===== config.mk =====
export PLATFORM = sky130hd
export DESIGN_NAME = data_pack_flat
export DESIGN_NICKNAME = d
export VERILOG_FILES = /design/src/rtl/data_pack_if.sv /design/src/rtl/data_pack.sv /design/src/flat_wrapper.sv
export SDC_FILE = /design/constraint.sdc
export NUM_CORES = 1
export LEC_CHECK = 0
export BUFFER_PORTS_ARGS = -buffer_cell sky130_fd_sc_hd__buf_2
export CAP_MARGIN = 20
export CORE_MARGIN = 10
export CORE_UTILIZATION = 25
export CTS_CLUSTER_DIAMETER = 120
export DETAILED_ROUTE_END_ITERATION = 7
export MAX_ROUTING_LAYER = met4
export PLACE_DENSITY = 0.41
export SLEW_MARGIN = 20
export SYNTH_ARGS = -nofsm -noshare
export SYNTH_HDL_FRONTEND = slang
export SYNTH_SLANG_ARGS = --single-unit

===== constraint.sdc =====
create_clock -name clk -period 4.25 [get_ports clk]
set_clock_uncertainty 0.15 [all_clocks]
set_input_delay 0.6375 -clock clk [delete_from_list [all_inputs] [get_ports clk]]
set_output_delay 0.6375 -clock clk [all_outputs]
set_load 0.03 [all_outputs]

===== src/rtl/data_pack_if.sv =====
// ---------------------------------------------------------------------------
// data_pack_if
// Bundles the two streaming handshakes of the data_pack gearbox plus its
// framing-error flag, so the packer and its neighbours connect with a single
// port.
//
// Signals:
//   sym_valid/sym_ready       symbol handshake (producer -> packer)
//   sym_data[SYM_WIDTH]       narrow symbol, MSB is first in stream order
//   sym_first/sym_last        frame boundary markers on the symbol
//   word_valid/word_ready     word handshake (packer -> consumer)
//   word_data[WORD_WIDTH]     packed word, stream-first bit at MSB
//   word_bits[CNT_W]          count of valid MSB-aligned bits in word_data
//   word_last                 word closes the frame
//   frame_err                 sticky framing error flag
//
// Modports:
//   master  environment side (drives symbols, consumes words)
//   slave   packer side
// ---------------------------------------------------------------------------
interface data_pack_if #(
  parameter int SYM_WIDTH  = 7,
  parameter int WORD_WIDTH = 32,
  localparam int CNT_W     = $clog2(WORD_WIDTH + 1)
);
  logic                  sym_valid;
  logic                  sym_ready;
  logic [SYM_WIDTH-1:0]  sym_data;
  logic                  sym_first;
  logic                  sym_last;
  logic                  word_valid;
  logic                  word_ready;
  logic [WORD_WIDTH-1:0] word_data;
  logic [CNT_W-1:0]      word_bits;
  logic                  word_last;
  logic                  frame_err;

  modport master (
    output sym_valid, sym_data, sym_first, sym_last, word_ready,
    input  sym_ready, word_valid, word_data, word_bits, word_last, frame_err
  );

  modport slave (
    input  sym_valid, sym_data, sym_first, sym_last, word_ready,
    output sym_ready, word_valid, word_data, word_bits, word_last, frame_err
  );
endinterface


===== src/rtl/data_pack.sv =====
// ---------------------------------------------------------------------------
// data_pack
// Collects narrow symbols (SYM_WIDTH bits) and repacks them MSB-first into
// wide words (WORD_WIDTH bits). sym_first/sym_last delimit frames; the last
// partial word of a frame is emitted left-aligned and zero-padded, with
// word_bits giving the number of valid bits. Full ready/valid backpressure
// on both sides.
//
// Ports:
//   clk     sole clock, rising edge
//   rst_n   synchronous active-low reset
//   bus     data_pack_if.slave: symbol input handshake, word output
//           handshake and frame_err
//
// Optional feature (compile-time macro DATA_PACK_FRAME_CHECK_EN):
//   defined   frame_err flags a sym_first arriving mid-frame, or a frame
//             that does not start with sym_first (sticky until reset)
//   undefined frame_err is tied low and no check logic is built
// ---------------------------------------------------------------------------
module data_pack #(
  parameter int SYM_WIDTH  = 7,
  parameter int WORD_WIDTH = 32,
  localparam int CNT_W     = $clog2(WORD_WIDTH + 1)
) (
  input logic        clk,
  input logic        rst_n,
  data_pack_if.slave bus
);

  localparam int ACC_W  = WORD_WIDTH + SYM_WIDTH - 1;
  localparam int FILL_W = $clog2(ACC_W + 1);

  localparam logic [0:0] ST_ACCUM = 1'b0;
  localparam logic [0:0] ST_FLUSH = 1'b1;

  localparam logic [FILL_W-1:0] WORD_FILL = FILL_W'(WORD_WIDTH);
  localparam logic [FILL_W-1:0] SYM_FILL  = FILL_W'(SYM_WIDTH);

  logic [0:0]            state_q, state_d;
  logic [ACC_W-1:0]      acc_q, acc_d;
  logic [FILL_W-1:0]     fill_q, fill_d;
  logic                  wordValid_q, wordValid_d;
  logic [WORD_WIDTH-1:0] wordData_q, wordData_d;
  logic [CNT_W-1:0]      wordBits_q, wordBits_d;
  logic                  wordLast_q, wordLast_d;

  logic                  outFree;
  logic                  symReady;
  logic                  symAccept;
  logic                  wordLoad;
  logic [ACC_W-1:0]      accBase, accNew;
  logic [FILL_W-1:0]     fillBase, fillNew, fillRem;

  // Returns the n most recent valid bits of the accumulator, left-aligned in
  // a word and zero-padded. Appending a word of zeros and shifting right by n
  // brings acc[n-1] to the word MSB and masks stale bits above the fill.
  function automatic logic [WORD_WIDTH-1:0] leftAlign(
    input logic [ACC_W-1:0]  a,
    input logic [FILL_W-1:0] n
  );
    logic [ACC_W+WORD_WIDTH-1:0] t;
    t = {a, {WORD_WIDTH{1'b0}}} >> n;
    return t[WORD_WIDTH-1:0];
  endfunction

  // Handshake qualification and the append datapath. A first symbol starts
  // from an empty accumulator so any leftover residue is dropped.
  always_comb begin
    outFree   = !wordValid_q || bus.word_ready;
    symReady  = rst_n && (state_q == ST_ACCUM) && outFree;
    symAccept = symReady && bus.sym_valid;
    accBase   = bus.sym_first ? '0 : acc_q;
    fillBase  = bus.sym_first ? '0 : fill_q;
    accNew    = (accBase << SYM_WIDTH) | ACC_W'(bus.sym_data);
    fillNew   = fillBase + SYM_FILL;
    fillRem   = fillNew - WORD_FILL;
  end

  // Next-state logic. A symbol completes at most one full word because fill
  // always drops below WORD_WIDTH after a word is taken. When a frame ends
  // with both a full word and leftover bits, the leftover goes out from
  // FLUSH once the output register frees up.
  always_comb begin
    state_d     = state_q;
    acc_d       = acc_q;
    fill_d      = fill_q;
    wordValid_d = wordValid_q && !bus.word_ready;
    wordData_d  = wordData_q;
    wordBits_d  = wordBits_q;
    wordLast_d  = wordLast_q;
    wordLoad    = 1'b0;

    if (state_q == ST_FLUSH) begin
      if (outFree) begin
        wordLoad   = 1'b1;
        wordData_d = leftAlign(acc_q, fill_q);
        wordBits_d = CNT_W'(fill_q);
        wordLast_d = 1'b1;
        fill_d     = '0;
        state_d    = ST_ACCUM;
      end
    end else if (symAccept) begin
      acc_d = accNew;
      if (fillNew >= WORD_FILL) begin
        wordLoad   = 1'b1;
        wordData_d = leftAlign(accNew, fillNew);
        wordBits_d = CNT_W'(WORD_WIDTH);
        wordLast_d = bus.sym_last && (fillRem == '0);
        fill_d     = fillRem;
        if (bus.sym_last && (fillRem != '0)) begin
          state_d = ST_FLUSH;
        end
      end else if (bus.sym_last) begin
        wordLoad   = 1'b1;
        wordData_d = leftAlign(accNew, fillNew);
        wordBits_d = CNT_W'(fillNew);
        wordLast_d = 1'b1;
        fill_d     = '0;
      end else begin
        fill_d = fillNew;
      end
    end

    if (wordLoad) begin
      wordValid_d = 1'b1;
    end
  end

  // State and output holding register.
  always_ff @(posedge clk) begin
    if (!rst_n) begin
      state_q     <= ST_ACCUM;
      acc_q       <= '0;
      fill_q      <= '0;
      wordValid_q <= 1'b0;
      wordData_q  <= '0;
      wordBits_q  <= '0;
      wordLast_q  <= 1'b0;
    end else begin
      state_q     <= state_d;
      acc_q       <= acc_d;
      fill_q      <= fill_d;
      wordValid_q <= wordValid_d;
      wordData_q  <= wordData_d;
      wordBits_q  <= wordBits_d;
      wordLast_q  <= wordLast_d;
    end
  end

  assign bus.sym_ready  = symReady;
  assign bus.word_valid = wordValid_q;
  assign bus.word_data  = wordData_q;
  assign bus.word_bits  = wordBits_q;
  assign bus.word_last  = wordLast_q;

`ifdef DATA_PACK_FRAME_CHECK_EN
  logic frameErr_q;
  logic expectFirst_q;

  // Framing check. expectFirst_q marks "between frames": set by reset and by
  // any word_last load, cleared by the next accepted symbol.
  always_ff @(posedge clk) begin
    if (!rst_n) begin
      frameErr_q    <= 1'b0;
      expectFirst_q <= 1'b1;
    end else begin
      if (symAccept && ((bus.sym_first && (fill_q != '0)) ||
                        (!bus.sym_first && expectFirst_q))) begin
        frameErr_q <= 1'b1;
      end
      if (wordLoad && wordLast_d) begin
        expectFirst_q <= 1'b1;
      end else if (symAccept) begin
        expectFirst_q <= 1'b0;
      end
    end
  end

  assign bus.frame_err = frameErr_q;
`else
  assign bus.frame_err = 1'b0;
`endif

endmodule


===== src/flat_wrapper.sv =====
// flat-port wrapper written by rule: the top's interface ports become plain ports
module data_pack_flat 
#(
  parameter int SYM_WIDTH  = 7,
  parameter int WORD_WIDTH = 32,
  localparam int CNT_W     = $clog2(WORD_WIDTH + 1)
)
  (clk, rst_n, bus_sym_valid, bus_sym_data, bus_sym_first, bus_sym_last, bus_word_ready, bus_sym_ready, bus_word_valid, bus_word_data, bus_word_bits, bus_word_last, bus_frame_err);
  data_pack_if #(.SYM_WIDTH(SYM_WIDTH), .WORD_WIDTH(WORD_WIDTH)) bus_i ();
  input logic clk;
  input logic rst_n;
  input wire logic [$bits(bus_i.sym_valid)-1:0] bus_sym_valid;
  input wire logic [$bits(bus_i.sym_data)-1:0] bus_sym_data;
  input wire logic [$bits(bus_i.sym_first)-1:0] bus_sym_first;
  input wire logic [$bits(bus_i.sym_last)-1:0] bus_sym_last;
  input wire logic [$bits(bus_i.word_ready)-1:0] bus_word_ready;
  output wire logic [$bits(bus_i.sym_ready)-1:0] bus_sym_ready;
  output wire logic [$bits(bus_i.word_valid)-1:0] bus_word_valid;
  output wire logic [$bits(bus_i.word_data)-1:0] bus_word_data;
  output wire logic [$bits(bus_i.word_bits)-1:0] bus_word_bits;
  output wire logic [$bits(bus_i.word_last)-1:0] bus_word_last;
  output wire logic [$bits(bus_i.frame_err)-1:0] bus_frame_err;
  assign bus_i.sym_valid = bus_sym_valid;
  assign bus_i.sym_data = bus_sym_data;
  assign bus_i.sym_first = bus_sym_first;
  assign bus_i.sym_last = bus_sym_last;
  assign bus_i.word_ready = bus_word_ready;
  assign bus_sym_ready = bus_i.sym_ready;
  assign bus_word_valid = bus_i.word_valid;
  assign bus_word_data = bus_i.word_data;
  assign bus_word_bits = bus_i.word_bits;
  assign bus_word_last = bus_i.word_last;
  assign bus_frame_err = bus_i.frame_err;
  data_pack #(.SYM_WIDTH(SYM_WIDTH), .WORD_WIDTH(WORD_WIDTH)) u_core (.clk(clk), .rst_n(rst_n), .bus(bus_i));
endmodule

* Word-level counts from Yosys, hierarchy flattened
Index checks and enable logic that the tools add are counted. Widths: inputs -> output; s select.
Word-level totals: output and inout port bits 42, bits in registers 85, input port bits 13, word-level logic and storage cells 64
Cells by class: bitwise logic cells 2, mux-type cells 33, add/sub/neg operators 2, shift operators 2, eq/ne operators 1, order comparisons 1, reductions and logical operators 16
Operators by type and width (number):
- $mux 32 | 5
- $shr 70x6->32 | 2
- $mux 6 | 11
- $or 38x7->38 | 1
- $mux 31 | 1
- $mux 1 | 16
- $add 6x3->6 const B | 1
- $ge 6x6->1 const B | 1
- $logic_and 1x1->1 | 6
- $logic_not 6->1 | 1
- $reduce_bool 6->1 | 1
- $sub 6x6->6 const B | 1
- $reduce_and 2->1 | 2
- $reduce_and 3->1 | 1
- $reduce_bool 3->1 | 1
- $logic_not 1->1 | 2
- $ne 2x2->1 const B | 1
- $reduce_bool 2->1 | 1
- $logic_or 1x1->1 | 1
- $not 1->1 | 1

* Depth between registers and ports, before layout
depth in word-level cells 9, mapped depth 16, depth with buffers taken out 10

* Least setup slack after synthesis
Ideal clock, no wire load.
path kind input-to-reg, from input port bus_sym_first, to register u_core.wordData_q[29] (netlist: u_core.bus.word_data[29]), setup slack 644 ps, data required time 3978 ps, library setup time 122 ps, path buffers 3, arrival time 3334 ps, cell stages on the path 12, path through inv_1 clkbuf_1 clkbuf_1 nand2_1 ha_1 buf_2 mux4_2 o211ai_1 o31ai_1 mux2_4 a221o_1 o32a_1
Between the ends: cells in the longest elaborated chain, start to end 7, elaborated cells between the ends (all ways) 12, those cells by class add/sub (1); order compare (1); shift (1); mux (6); bitwise (1); reduce/logical (2)
Ends and longest elaborated chain:
- from (decl) | line flat_wrapper.sv:14 | input wire logic [$bits(bus_i.sym_first)-1:0] bus_sym_first;
- $mux 6 / $mux 31 (equally long branches) | line data_pack.sv:73, data_pack.sv:72
- $add 6x3->6 / $or 38x7->38 (equally long branches) | line data_pack.sv:75, data_pack.sv:74
- $shr 70x6->32 | line data_pack.sv:62 | t = {a, {WORD_WIDTH{1'b0}}} >> n;
- $mux 32 | line data_pack.sv:113 | end else if (bus.sym_last) begin
- $mux 32 | line data_pack.sv:104 | if (fillNew >= WORD_FILL) begin
- $mux 32 | line data_pack.sv:102 | end else if (symAccept) begin
- $mux 32 | line data_pack.sv:93 | if (state_q == ST_FLUSH) begin
- to (signal assigned) | line data_pack.sv:144 | wordData_q <= wordData_d;
- to (decl) | line data_pack.sv:43 | logic [WORD_WIDTH-1:0] wordData_q, wordData_d;
Parallel ways exist; a longest one is shown, timed or not. The select of a mux whose other input is x is not followed. A chain may end at the register's enable or synchronous reset.

* Final worst setup path
from register u_core.fill_q[1], to register u_core.wordData_q[0] (netlist: u_core.bus.word_data[0])
Between the ends: cells in the longest elaborated chain, start to end 7, elaborated cells between the ends (all ways) 12, those cells by class add/sub (1); order compare (1); shift (2); mux (6); reduce/logical (2)
Ends and longest elaborated chain:
- from (decl) | line data_pack.sv:41 | logic [FILL_W-1:0] fill_q, fill_d;
- from (signal assigned) | line data_pack.sv:142 | fill_q <= fill_d;
- $mux 6 | line data_pack.sv:73 | fillBase = bus.sym_first ? '0 : fill_q;
- $add 6x3->6 | line data_pack.sv:75 | fillNew = fillBase + SYM_FILL;
- $shr 70x6->32 | line data_pack.sv:62
- $mux 32 | line data_pack.sv:113
- $mux 32 | line data_pack.sv:104
- $mux 32 | line data_pack.sv:102
- $mux 32 | line data_pack.sv:93
Parallel ways exist; a longest one is shown, timed or not. The select of a mux whose other input is x is not followed.

==> reports/results.tsv <==
metric	value	unit
synth_area	9050	µm²
post_drt_wl_per_cell	28.2	µm
clk_latency	0.38	ns
path_max_fanout	35	
grt_pass1_vias	9279	
chipHeight	210	µm
ys_types	87	
async_flop_share	0	%
yosysSeqAreaShare	18.8	%
reg2reg_depth	8	
portBuffers	53	
vias_per_cell	6.18	
start_util	25.4	%
ir_worst_vdd	0.176	mV
slew_viol_final	0	
worst_slew_pin_slew	0.781	ns
power	2.31	mW
setup_tns	0	ns
grt_max_degree	57	
hold_class	reg2reg	
crit_type	reg2reg	
drive_gt1_share	20.7	%
rows	69	
htreeDepth	3	
cts_tree	done	
drtIter0Drc	908	
crit_path_start_kind	flop	
remaining_drc_errors	0	
grt_setup_unrepaired	false	
nFillCells	3836	
cp.arrival	3.70	ns
utilization	27.8	%
syn_nets	1131	
wl	43900	µm
end_kind	flop	
grt_use_total	20.0	%
multi_input_area	6660	µm²
grt_pass1_wl	65100	µm
layout_common_cells	151 x nand2_1, 83 x nor2_1, 81 x dfxtp_1	
pre_cts_slack	0.542	ns
cts_root_buffer	clkbuf_16	
slew_headroom	47.4	%
num_vias	9640	
fin_crit_sh	84.2	%
cts_buffer_depth	2	
area_growth	9.61	%
gp_congestion	0.955	
postSynthCellCount	1117	
status	finished clean	
drtPass1Iterations	5	
clk_pin_slew	0.08	ns
ff_latch_area	1710	µm²
yosys_warnings	0	
p_leak	3.46	nW
worst_slack	0.673	ns
yosys_register_bits	85	
cts_hold_buf	0	
layout_commonest_cell	nand2_1	
required	4.37	ns
setup_viol	0	
cellPowerDensity	233	nW/µm²
post-cts-setup-buffers	0	
maxCapViolCount	0	
numCtsBuffers	9	
dp_hpwl	33100	µm
clkSinkCount	85	
chipWidth	210	µm
num_antenna_cells	0	
synth_edf_count	0	
grt_overflow	0	
hold_ws	0.325	ns
nets	1108	
hold_violations	0	
cts.repair.resized	0	
io_pins	55	
avgSynthCellArea	8.10	µm²
ant_nets	0	
core_region_area	35700	µm²
floorplan.die_area	44200	µm²
fin_crit	3.58	ns
synthFlopType	dfxtp_1	
fmax	280	MHz
antenna_found_initial	1	
holdPathStages	2	
kinds of logic after synthesis:
family,synth area share (%)
buf+inv,7.78
mux,24.5
compound gates,30.2
flops,18.8
fa+ha+maj,0.138
xor+xnor,0.290
other cells,0.0414
simple gates,18.2
registers in the layout, indices dropped and copies added, names as in the netlist:
register               flops
u_core.acc_q              38
u_core.bus.word_bits       6
u_core.bus.word_data      32
u_core.bus.word_last       1
u_core.bus.word_valid      1
u_core.fill_q              6
u_core.state_q             1
critical path, cell delays in order, from the launching register on:
cell,delay [ns]
dfxtp_4,0.65
buf_4,0.56
mux4_2,0.59
mux2_2,0.31
mux2i_1,0.31
nor2_1,0.07
a21oi_1,0.45
o21ai_0,0.17
o221a_1,0.22
layer usage:
layer	global-route usage, %	up-vias	part of all wire [%]
met5	-	-	0
met4	8.59	0	4.1
met3	3.44	79	7.5
met2	29.8	490	44
met1	26.2	4806	44
li1	-	4265	-
synth_stat cells, drive strengths merged, types with 4 or more instances:
master	count	area share, %
nand2b	9	0.62
a2111oi	5	0.69
dfxtp	85	19
and3b	4	0.39
o31ai	11	1.1
a221oi	20	1.9
or3	6	0.41
or2	5	0.35
a211oi	23	2.1
nor3	26	1.7
a22o	28	2.7
o21a	6	0.58
and2	7	0.48
a32oi	11	1.1
nor4	8	0.55
o221ai	15	1.5
a22oi	18	1.5
and3	13	0.90
mux4	55	14
nand4	5	0.35
mux2	26	3.3
o22ai	13	0.90
a21oi	63	3.5
a31oi	16	1.1
buf	71	4.8
a221o	4	0.44
inv	11	0.46
nand3	23	1.4
o311ai	4	0.39
o2111ai	5	0.48
nor2b	9	0.62
o211ai	14	1.3
clkbuf	60	2.5
o21ai	73	4.2
a211o	4	0.39
nand2	152	6.4
nor2	86	3.6
a31o	6	0.58
a311oi	4	0.39
mux2i	68	7.5
final timing paths:
path	from	end	slack [ns]
max	u_core.fill_q[1]$_SDFFE_PN0P_	u_core.bus.word_data[0]$_SDFFE_PN0P_	0.67
min	u_core.bus.word_data[22]$_SDFFE_PN0P_	u_core.bus.word_data[22]$_SDFFE_PN0P_	0.33
max reg2reg	u_core.fill_q[1]$_SDFFE_PN0P_	u_core.bus.word_data[0]$_SDFFE_PN0P_	0.67
min reg2reg	u_core.bus.word_data[22]$_SDFFE_PN0P_	u_core.bus.word_data[22]$_SDFFE_PN0P_	0.33
power breakdown:
| group | internal [mW] | switching, mW |
|---|---|---|
| combinational | 0.192 | 0.379 |
| clock | 0.466 | 0.415 |
| sequential | 0.813 | 0.0458 |
| total | 1.47 | 0.840 |
final cells by class:
class	instances	share of cell area, %
Multi-Input combinational cell	889	67.1
Sequential cell	85	17.3
Timing Repair Buffer	97	6.26
Tap cell	461	5.81
Clock buffer	9	2.27
Clock inverter	7	0.820
Inverter	12	0.454
stage by stage:
stage / cells / instance area (µm²)
6_report: 1560 / 9920
5_1_grt: 1560 / 9920
4_1_cts: 1560 / 9920
3_5_place_dp: 1544 / 9610
3_3_place_gp: 1544 / 9610
2_1_floorplan: 1117 / 9050
(Power assumes the default switching activity.)
